### src/rtl/fpsr_pkg.sv
// Shared constants for the game-time base and the game-state controller.
// Holds the default timing parameters, the professor-visit nibble and the
// minutes width, plus the 9-bit to 8-bit saturation helper.
package fpsr_pkg;

    localparam int unsigned CLK_HZ_DEF      = 100000000;
    localparam int unsigned MAX_TIME_DEF    = 120;
    localparam int unsigned PENALTY_MIN_DEF = 5;
    localparam int unsigned MIN_W           = 8;
    localparam int unsigned SEC_W           = 6;
    localparam logic [3:0]  PROF_NIBBLE     = 4'hF;

    // Clamp a one-bit-wider sum to the minutes range.
    function automatic logic [MIN_W-1:0] sat_min(input logic [MIN_W:0] sum);
        return sum[MIN_W] ? {MIN_W{1'b1}} : sum[MIN_W-1:0];
    endfunction

endpackage

### src/rtl/game_clock_prescaler.sv
// Board-clock divider producing a one-cycle sec_tick at terminal count.
// Build option: GAME_CLOCK_FAST_EN shortens the terminal count to
// CLK_HZ/FAST_DIV-1 for demo and simulation runs.
// Ports:
//   Clk, Reset   clock, asynchronous active-high reset
//   clear        synchronous clear of the count (wins over en)
//   en           count advances when high; count is kept when low
//   sec_tick     combinational strobe, high in the terminal-count cycle
module game_clock_prescaler #(
    parameter int unsigned CLK_HZ   = 100000000,
    parameter int unsigned FAST_DIV = 1000
) (
    input  logic Clk,
    input  logic Reset,
    input  logic clear,
    input  logic en,
    output logic sec_tick
);

`ifdef GAME_CLOCK_FAST_EN
    localparam int unsigned TC = ((CLK_HZ / FAST_DIV) > 0) ? (CLK_HZ / FAST_DIV) - 1 : 0;
`else
    localparam int unsigned TC = (CLK_HZ > 0) ? CLK_HZ - 1 : 0;
`endif
    localparam int unsigned CNT_W = (CLK_HZ > 1) ? $clog2(CLK_HZ) : 1;

    logic [CNT_W-1:0] cnt;
    logic [CNT_W-1:0] cnt_n;

    // Count register.
    always_ff @(posedge Clk or posedge Reset) begin
        if (Reset) begin
            cnt <= '0;
        end else begin
            cnt <= cnt_n;
        end
    end

    // Next count and terminal-count strobe.
    always_comb begin
        cnt_n    = cnt;
        sec_tick = 1'b0;
        if (clear) begin
            cnt_n = '0;
        end else if (en) begin
            if (cnt == CNT_W'(TC)) begin
                cnt_n    = '0;
                sec_tick = 1'b1;
            end else begin
                cnt_n = cnt + CNT_W'(1);
            end
        end
    end

endmodule

### src/rtl/game_clock.sv
// Game-time base for the game-state controller: scales the board clock to
// game minutes, applies penalties, flags time-up and raises the sticky
// professor-visit request on minutes ending in xF.
// Build option: GAME_CLOCK_FAST_EN (selects the fast prescaler count).
// Ports:
//   Clk, Reset   clock, asynchronous active-high reset
//   clear        synchronous clear of all state (highest priority)
//   run, hold    time advances when run=1 and hold=0
//   penalty      strobe adding PENALTY_MIN minutes (applied even while paused)
//   prof_ack     clears prof_req
//   minutes      elapsed game minutes, saturating at 255
//   sec_cnt      real seconds within the current game minute
//   min_tick     pulse aligned with a clock-advanced minutes value
//   time_up      minutes >= MAX_TIME
//   prof_req     sticky professor-visit request
module game_clock
    import fpsr_pkg::*;
#(
    parameter int unsigned CLK_HZ      = CLK_HZ_DEF,
    parameter int unsigned SEC_PER_MIN = 1,
    parameter int unsigned MAX_TIME    = MAX_TIME_DEF,
    parameter int unsigned PENALTY_MIN = PENALTY_MIN_DEF,
    parameter int unsigned FAST_DIV    = 1000
) (
    input  logic             Clk,
    input  logic             Reset,
    input  logic             clear,
    input  logic             run,
    input  logic             hold,
    input  logic             penalty,
    input  logic             prof_ack,
    output logic [MIN_W-1:0] minutes,
    output logic [SEC_W-1:0] sec_cnt,
    output logic             min_tick,
    output logic             time_up,
    output logic             prof_req
);

    localparam logic [SEC_W-1:0] SEC_LAST = SEC_W'(SEC_PER_MIN - 1);

    logic             sec_tick;
    logic             advance_en;
    logic [MIN_W-1:0] minutes_n;
    logic [SEC_W-1:0] sec_cnt_n;
    logic             min_tick_n;
    logic             time_up_n;
    logic             prof_req_n;
    logic             min_adv;
    logic             prof_set;
    logic [MIN_W:0]   pen_add;

    assign advance_en = run & ~hold;

    game_clock_prescaler #(
        .CLK_HZ   (CLK_HZ),
        .FAST_DIV (FAST_DIV)
    ) u_prescaler (
        .Clk      (Clk),
        .Reset    (Reset),
        .clear    (clear),
        .en       (advance_en),
        .sec_tick (sec_tick)
    );

    // Output registers.
    always_ff @(posedge Clk or posedge Reset) begin
        if (Reset) begin
            minutes  <= '0;
            sec_cnt  <= '0;
            min_tick <= 1'b0;
            time_up  <= 1'b0;
            prof_req <= 1'b0;
        end else begin
            minutes  <= minutes_n;
            sec_cnt  <= sec_cnt_n;
            min_tick <= min_tick_n;
            time_up  <= time_up_n;
            prof_req <= prof_req_n;
        end
    end

    // Seconds, minutes, penalty, time-up and professor-request next state.
    always_comb begin
        minutes_n  = minutes;
        sec_cnt_n  = sec_cnt;
        min_tick_n = 1'b0;
        time_up_n  = time_up;
        prof_req_n = prof_req;
        min_adv    = 1'b0;
        prof_set   = 1'b0;
        pen_add    = penalty ? (MIN_W+1)'(PENALTY_MIN) : '0;

        if (clear) begin
            minutes_n  = '0;
            sec_cnt_n  = '0;
            time_up_n  = 1'b0;
            prof_req_n = 1'b0;
        end else begin
            // sec_tick only fires while advancing, so no extra gating here.
            if (sec_tick) begin
                if (sec_cnt == SEC_LAST) begin
                    sec_cnt_n = '0;
                    min_adv   = 1'b1;
                end else begin
                    sec_cnt_n = sec_cnt + SEC_W'(1);
                end
            end

            // A clock advance at 255 is dropped entirely; penalty alone cannot
            // move a saturated value either.
            if (min_adv && (minutes != {MIN_W{1'b1}})) begin
                minutes_n  = sat_min({1'b0, minutes} + (MIN_W+1)'(1) + pen_add);
                min_tick_n = 1'b1;
                prof_set   = (minutes_n[3:0] == PROF_NIBBLE);
            end else if (penalty) begin
                minutes_n = sat_min({1'b0, minutes} + pen_add);
            end

            time_up_n  = (32'(minutes_n) >= MAX_TIME);
            prof_req_n = prof_set | (prof_req & ~prof_ack);
        end
    end

endmodule

### config.mk
export PLATFORM = sky130hd
export DESIGN_NAME = game_clock
export DESIGN_NICKNAME = d
export VERILOG_FILES = /design/src/rtl/fpsr_pkg.sv /design/src/rtl/game_clock_prescaler.sv /design/src/rtl/game_clock.sv
export SDC_FILE = /design/constraint.sdc
export NUM_CORES = 1
export LEC_CHECK = 0
export ABC_AREA = 1
export CAP_MARGIN = 30
export CORE_MARGIN = 4
export CORE_UTILIZATION = 45
export CTS_CLUSTER_DIAMETER = 80
export DETAILED_ROUTE_END_ITERATION = 7
export SKIP_CTS_REPAIR_TIMING = 1
export SKIP_LAST_GASP = 1
export SYNTH_ARGS = -nofsm -noshare
export SYNTH_HDL_FRONTEND = slang
export SYNTH_SLANG_ARGS = --single-unit
### constraint.sdc
create_clock -name Clk -period 3 [get_ports Clk]
set_input_delay 0.6 -clock Clk [delete_from_list [all_inputs] [get_ports Clk]]
set_output_delay 0.6 -clock Clk [all_outputs]
set_load 0.01 [all_outputs]
==> results of run 1 <==
[worst register-to-register path, stage by stage (launching register included)]
cell	delay (ns)
sky130_fd_sc_hd__dfrtp_1	0.40
sky130_fd_sc_hd__ha_1	0.23
sky130_fd_sc_hd__nand3_2	0.15
sky130_fd_sc_hd__inv_1	0.11
sky130_fd_sc_hd__nand3_1	0.20
sky130_fd_sc_hd__nor3_2	0.24
sky130_fd_sc_hd__nand4_1	0.26
sky130_fd_sc_hd__nor2_1	0.15
sky130_fd_sc_hd__nand2_1	0.06
sky130_fd_sc_hd__nand3_1	0.07
sky130_fd_sc_hd__o21ai_1	0.06
[final cells by class]
class / count / area share [%]
multi-input cells: 288 / 46.4
flip-flops and latches: 44 / 33.2
repair buffers: 27 / 8.23
inverters: 56 / 6.49
well taps: 75 / 2.83
clock buffers: 5 / 2.08
clock inverters: 3 / 0.755
[power breakdown]
part	internal, W	switching [W]	leakage, nW
registers	0.000600	0.00000870	0.612
clock network	0.000170	0.000230	0.0452
logic	0.0000394	0.0000649	0.810
[per-stage QoR]
stage | hold WS, ns | instance area, µm²
floorplan | 0.467 | 2890
global placement | 0.509 | 3220
detailed placement | 0.513 | 3220
CTS | 0.527 | 3310
global route | 0.585 | 3310
finish | 0.541 | 3310
[state kept, by name, indices dropped and copies added (netlist names)]
name / flops
time_up: 1
min_tick: 1
prof_req: 1
sec_cnt: 6
minutes: 8
u_prescaler.cnt: 27
[layout by cell type, fill, tap and decap left out, drive strengths merged]
cell type	netlist	final
o221a	1	1
xnor2	7	7
nand4	13	13
ha	8	8
buf	5	4
o21a	1	1
a41oi	1	1
a311oi	2	2
clkinvlp	0	1
nand2	98	98
and2	1	1
clkdlybuf4s50	0	23
nor4	1	1
clkbuf	3	5
dfrtp	44	44
nor2	55	55
nand3	26	26
nor3b	2	2
a21oi	17	17
o22ai	8	8
or2	1	1
a211oi	1	1
clkinv	2	2
o211ai	1	1
nor3	10	10
a31oi	3	3
xor2	8	8
o21ai	21	21
inv	54	56
o31ai	2	2
[synth_stat cells, types with 5 or more instances]
library cell              instances  area share, %
sky130_fd_sc_hd__dfrtp_1         44             38
sky130_fd_sc_hd__nor3_1           9            1.6
sky130_fd_sc_hd__a21oi_1         17            2.9
sky130_fd_sc_hd__xnor2_1          7            2.1
sky130_fd_sc_hd__ha_1             8            3.5
sky130_fd_sc_hd__nand2_2          5            1.1
sky130_fd_sc_hd__nand2_1         93             12
sky130_fd_sc_hd__nor2_1          48            6.2
sky130_fd_sc_hd__o22ai_1          8            1.7
sky130_fd_sc_hd__o21ai_0         18            3.1
sky130_fd_sc_hd__nand4_1         13            2.8
sky130_fd_sc_hd__inv_2            5           0.65
sky130_fd_sc_hd__inv_1           49            6.4
sky130_fd_sc_hd__nand3_1         23            4.0
sky130_fd_sc_hd__xor2_1           8            2.4
[routing by layer]
metal  vias up  routed length [µm]  global-route usage (%)
met4         0                  64                    5.22
met2        77                3100                    30.5
met1      1270                3480                    26.7
li1       1347                   -                       -
met5         -                   0                       0
met3         7                 418                    4.42
[worst paths after layout]
kind	start	end	slack [ns]	cells after the start
min in group asynchronous	Reset	minutes[7]	0.65	2
max in group asynchronous	Reset	u_prescaler.cnt[11]	1.86	3
max	penalty	time_up	0.49	16
max reg2reg	u_prescaler.cnt[0]	u_prescaler.cnt[26]	0.96	10
min	u_prescaler.cnt[20]	u_prescaler.cnt[20]	0.54	1
min reg2reg	u_prescaler.cnt[20]	u_prescaler.cnt[20]	0.54	1
[cell families (layout without fill, tap and decap cells)]
logic type / Yosys count / in the layout / synth area share (%)
flip-flops: 44 / 44 / 38.1
XOR/XNOR: 15 / 15 / 4.55
AND/OR/NAND/NOR: 207 / 207 / 33.5
buffers and inverters: 64 / 91 / 8.70
AO/OA/AOI/OAI: 58 / 58 / 11.7
adder cells (fa/ha/maj): 8 / 8 / 3.46
==> reports/metrics.cfg, run 1 <==
[run_status]
outcome = completed

[grt]
antenna_found_initial = 0
grt_pass1_wl_um = 11800
grt.total_usage_pct = 19.3
first_global_vias = 2546
grt_overflow = 0
grt_start_max_net_pins = 25

[route]
final_ant_viol_nets = 0
detail_route.wl_per_cell_um = 14.2
via_count = 2701
detailedRoute.firstPassIterationCount = 4
first_iter_violations = 180
post-route-drc-count = 0
drt-total-wl_um = 7060
mean_number_of_vias_per_cell = 5.42

[critical_path]
worst-setup-path-type = primary input to flip-flop
worst-path-buf-inv = 4
max_stage_delay_ns = 0.63
worst_ep_arrival_time_ns = 2.71
startpoint_type = primary input
worst_path_dominant_cell_family = buffers and inverters
cp-end-kind = flip-flop
worst_path_max_delay_cell = sky130_fd_sc_hd__clkdlybuf4s50_1
crit_chain = clkdlybuf4s50_1 -> inv_1 -> ha_1 -> inv_1 -> ha_1 -> nand3_1 -> nand2_1 -> inv_1 -> o21ai_0 -> nand2_1 -> nand4_1 -> nand2_1 -> nand2_1 -> nor2_1 -> nand2_1 -> nand2_1
critical_path_required_ns = 3.20
crit_path_max_fanout = 8
timing.critical_path.mode_cell = sky130_fd_sc_hd__nand2_1

[cts]
worstSkewPairLatency_ns = 0.30
clk_transition_reported_paths_ns = 0.10
cts_root_buffer = sky130_fd_sc_hd__clkbuf_8
cts_tree = built
clock_sinks = 44
htree_levels = 2
cts_buffers = 5
max-clock-path-buffers = 2

[timing]
final.min_clock_period_ns = 2.51
worstMarginPinSlew_ns = 0.540
final-hold-violation-count = 0
finalSetupViolCount = 0
setup_total_negative_slack_ns = 0
unrepaired_setup_endpoints_after_global_routing = false
fin_worst_skew_ns = 0.00729
min_period_over_period_pct = 83.6
timing.final.max_slew_violations = 0
post-route-worst-setup-slack_ns = 0.493
max_freq_mhz = 399
slew_hr_pct = 63.8

[logic_synthesis]
synth.lib_cells_used.distinct = 41
synthArstFlopShare_pct = 100
post_synthesis_area_per_instance_um2 = 7.30
synth.yosys.seq_area_share_pct = 38.1
post_synthesis_instance_area_mm2 = 0.00289
synthesis.nets = 411
yosys_most_used_dff = sky130_fd_sc_hd__dfrtp_1
synth.yosys.warnings = 0
synth-edff-count = 0
synth_cells = 396
synth-seq-cells = 44

[place]
io_buffer_count = 23
placed_cells_incl_taps = 490
placer_congestion_estimate = 0.887
pre_cts_ws_ns = 0.193
dp_hpwl_um = 5320

[floorplan]
num_io_pins = 24
die-width_um = 88.1
design.core.area_mm2 = 0.00606
fp.dieH_um = 88.1
die_area_mm2 = 0.00777
placement_row_count = 28
initial_utilization_pct = 47.7

[power_and_ir_drop]
p_total_w = 0.00111
worst_ir_drop_vdd_mv = 0.309
power.density_mw_per_mm2 = 336
power_leakage_nw = 1.47

[layout]
seq_area_mm2 = 0.00110
antenna_cells = 0
post_layout_nonfiller_instances = 498
fillers = 590
multi_input_area_mm2 = 0.00154
layout-drive-gt1-share_pct = 8.98
final_util_pct = 54.7
area_delta_synth_final_pct = 14.7
final_nets = 437

[run]
timing.max_cap.violations = 0

[worst_hold_path]
hold_path_class = flip-flop to flip-flop

Note: power is estimated with default switching activity, not from simulation.
==> run 2: changes to the inputs <==
- PLACE_DENSITY: unset -> 0.67
- clock period: 3 -> 2.1 ns (I/O delays scaled with it)
==> run 2 against run 1 <==
Net effect: sequential power up 43%; critical path type is now flip-flop to flip-flop; critical endpoint is now u_prescaler.cnt[6]; total power is 40% higher; wire length fell by 1.0%; non-clock buffer count up 32; hold slack got worse by 0.073 ns; highest routed layer unchanged; first-iteration DRC count is 7.8% lower; critical path depth decreased by 7; register-to-register slack worse by 0.82 ns; final area grew 7.2%; cell count grew 6.2%.
==> reports/metrics.cfg, run 2 (synthesis gave the netlist of run 1 again) <==
[run_status]
outcome = completed  ; unchanged

[layout]
largestRegisters = u_prescaler.cnt (27), minutes (8), sec_cnt (6)  ; unchanged
final_cell_mix = 91 x sky130_fd_sc_hd__nand2_1, 48 x sky130_fd_sc_hd__inv_1, 48 x sky130_fd_sc_hd__nor2_1  ; was 93 x sky130_fd_sc_hd__nand2_1, 48 x sky130_fd_sc_hd__inv_1, 48 x sky130_fd_sc_hd__nor2_1
seq_area_mm2 = 0.00110  ; unchanged
largest_reg_flops = 27  ; unchanged
fillers = 563  ; was 590
layout-drive-gt1-share_pct = 15.9  ; was 8.98%
antenna_cells = 0  ; unchanged
final_util_pct = 58.6  ; was 54.7%
area_delta_synth_final_pct = 23.0  ; was 14.7%
final_nets = 469  ; was 437
register_bank_with_the_most_flops = u_prescaler.cnt  ; unchanged
multi_input_area_mm2 = 0.00155  ; was 0.00154 mm²
layout_commonest_cell = sky130_fd_sc_hd__nand2_1  ; unchanged

[timing]
unrepaired_setup_endpoints_after_global_routing = false  ; unchanged
worstMarginPinSlew_ns = 0.363  ; was 0.540 ns
setup_total_negative_slack_ns = 0  ; unchanged
timing.final.max_slew_violations = 0  ; unchanged
finalSetupViolCount = 0  ; unchanged
min_period_over_period_pct = 93.2
timing.hold.ws_ns = 0.468  ; was 0.541 ns
post-route-worst-setup-slack_ns = 0.142  ; was 0.493 ns
fin_worst_skew_ns = 0.00708  ; was 0.00729 ns
max_freq_mhz = 511
final-hold-violation-count = 0  ; unchanged
slew_hr_pct = 75.7  ; was 63.8%
final.min_clock_period_ns = 1.96

[cts]
worstSkewPairLatency_ns = 0.30  ; about the same
cts_buffers = 5  ; unchanged
max-clock-path-buffers = 2  ; unchanged
clock_sinks = 44  ; unchanged
clk_transition_reported_paths_ns = 0.08  ; was 0.10 ns
htree_levels = 2  ; unchanged
cts_tree = built  ; unchanged
cts_root_buffer = sky130_fd_sc_hd__clkbuf_8  ; unchanged

[critical_path]
worst_path_dominant_cell_family = compound AO/OA/AOI/OAI gates  ; was buffers and inverters
worst-path-buf-inv = 2  ; was 4
reg2reg_to = u_prescaler.cnt[6]  ; was u_prescaler.cnt[26]
r2r-start = u_prescaler.cnt[0]  ; unchanged
critical_path_required_ns = 2.30  ; was 3.20 ns
worst-setup-path-type = flip-flop to flip-flop  ; was primary input to flip-flop
worst_r2r_path_depth = 9  ; was 10
cp-end-kind = flip-flop  ; unchanged
worst_ep_arrival_time_ns = 2.16  ; was 2.71 ns
worst_path_max_delay_cell = sky130_fd_sc_hd__dfrtp_1  ; was sky130_fd_sc_hd__clkdlybuf4s50_1
ff_to_ff_setup_slack_ns = 0.14  ; was 0.96 ns
crit_chain = ha_1 -> nand3_2 -> nor2_4 -> nand2_2 -> nor2_8 -> o21ai_2 -> inv_2 -> buf_4 -> a311oi_1  ; was clkdlybuf4s50_1 -> inv_1 -> ha_1 -> inv_1 -> ha_1 -> nand3_1 -> nand2_1 -> inv_1 -> o21ai_0 -> nand2_1 -> nand4_1 -> nand2_1 -> nand2_1 -> nor2_1 -> nand2_1 -> nand2_1
crit_path_max_fanout = 10  ; was 8
max_stage_delay_ns = 0.41  ; was 0.63 ns
startpoint_type = flip-flop  ; was primary input

[route]
via_count = 2788  ; was 2701
mean_number_of_vias_per_cell = 5.27  ; was 5.42
detailedRoute.firstPassIterationCount = 4  ; unchanged
detail_route.wl_per_cell_um = 13.2  ; was 14.2 µm
drt-total-wl_um = 6990  ; was 7060 µm
first_iter_violations = 166  ; was 180
final_ant_viol_nets = 0  ; unchanged
post-route-drc-count = 0  ; unchanged

[floorplan]
num_io_pins = 24  ; unchanged
design.core.area_mm2 = 0.00606  ; unchanged
die_area_mm2 = 0.00777  ; unchanged
die-width_um = 88.1  ; unchanged
fp.dieH_um = 88.1  ; unchanged
initial_utilization_pct = 47.7  ; unchanged
placement_row_count = 28  ; unchanged

[grt]
grt_overflow = 0  ; unchanged
first_global_vias = 2608  ; was 2546
grt_pass1_wl_um = 12100  ; was 11800 µm
grt_start_max_net_pins = 45  ; was 25
grt.total_usage_pct = 19.6  ; was 19.3%
antenna_found_initial = 0  ; unchanged

[place]
io_buffer_count = 23  ; unchanged
placer_congestion_estimate = 0.922  ; was 0.887
pre_cts_ws_ns = -0.453  ; was 0.193 ns
dp_hpwl_um = 5400  ; was 5320 µm

[power_and_ir_drop]
p_total_w = 0.00156  ; was 0.00111 W
power.density_mw_per_mm2 = 439  ; was 336 mW/mm²
worst_ir_drop_vdd_mv = 0.303  ; was 0.309 mV
power_leakage_nw = 1.63  ; was 1.47 nW

[worst_hold_path]
hold_path_class = primary input to async pin  ; was flip-flop to flip-flop

[run]
timing.max_cap.violations = 0  ; unchanged

==> run 2: changes by cell type in the layout (fill, tap and decap cells not counted), sizes merged <==
cell / before / now
buf: 4 / 36
inv: 56 / 54
clkinv: 2 / 3
dlymetal6s2s: 0 / 1
clkdlybuf4s50: 23 / 22
==> run 2: final cells by class <==
class / count / share of cell area (%)
clock buffers: 5 / 1.94
clock inverters: 2 / 0.352
multi-input cells: 288 / 43.5
well taps: 75 / 2.64
repair buffers: 59 / 14.5
flip-flops and latches: 44 / 31.0
inverters: 56 / 6.05
==> run 2: metal layers <==
metal	routed length [µm]	track usage, %	vias up
met5	0	0	-
met3	329	3.29	5
met2	3110	30.5	67
met4	60	4.53	0
met1	3490	28.4	1303
li1	-	-	1413
==> run 2: worst max-delay path by stage <==
stage | slack [ns] | startpoint | depth (start not counted) | end
after floorplan | 0.02 | penalty | 16 | time_up
after detailed placement | -0.45 | penalty | 16 | time_up
after global placement | -0.28 | penalty | 16 | time_up
after global routing | 0.01 | u_prescaler.cnt[0] | 11 | time_up
after CTS | -0.14 | penalty | 16 | time_up
final | 0.14 | u_prescaler.cnt[0] | 9 | u_prescaler.cnt[6]
==> run 2: power breakdown <==
group | switching [W] | internal [W] | total (W)
clock | 0.000287 | 0.000226 | 0.000513
combinational | 0.0000982 | 0.0000815 | 0.000180
sequential | 0.0000116 | 0.000856 | 0.000868
total | 0.000397 | 0.00116 | 0.00156
==> run 2: through the flow <==
step | std cells | cell area [µm²]
6_report | 529 | 3550
5_1_grt | 529 | 3550
4_1_cts | 527 | 3530
3_5_place_dp | 520 | 3450
3_3_place_gp | 520 | 3450
2_1_floorplan | 396 | 2890
==> run 2: worst min-delay path, cell delays in order <==
cell and delay, ns:
sky130_fd_sc_hd__clkdlybuf4s50_1 0.41, sky130_fd_sc_hd__inv_2 0.07, sky130_fd_sc_hd__buf_12 0.23
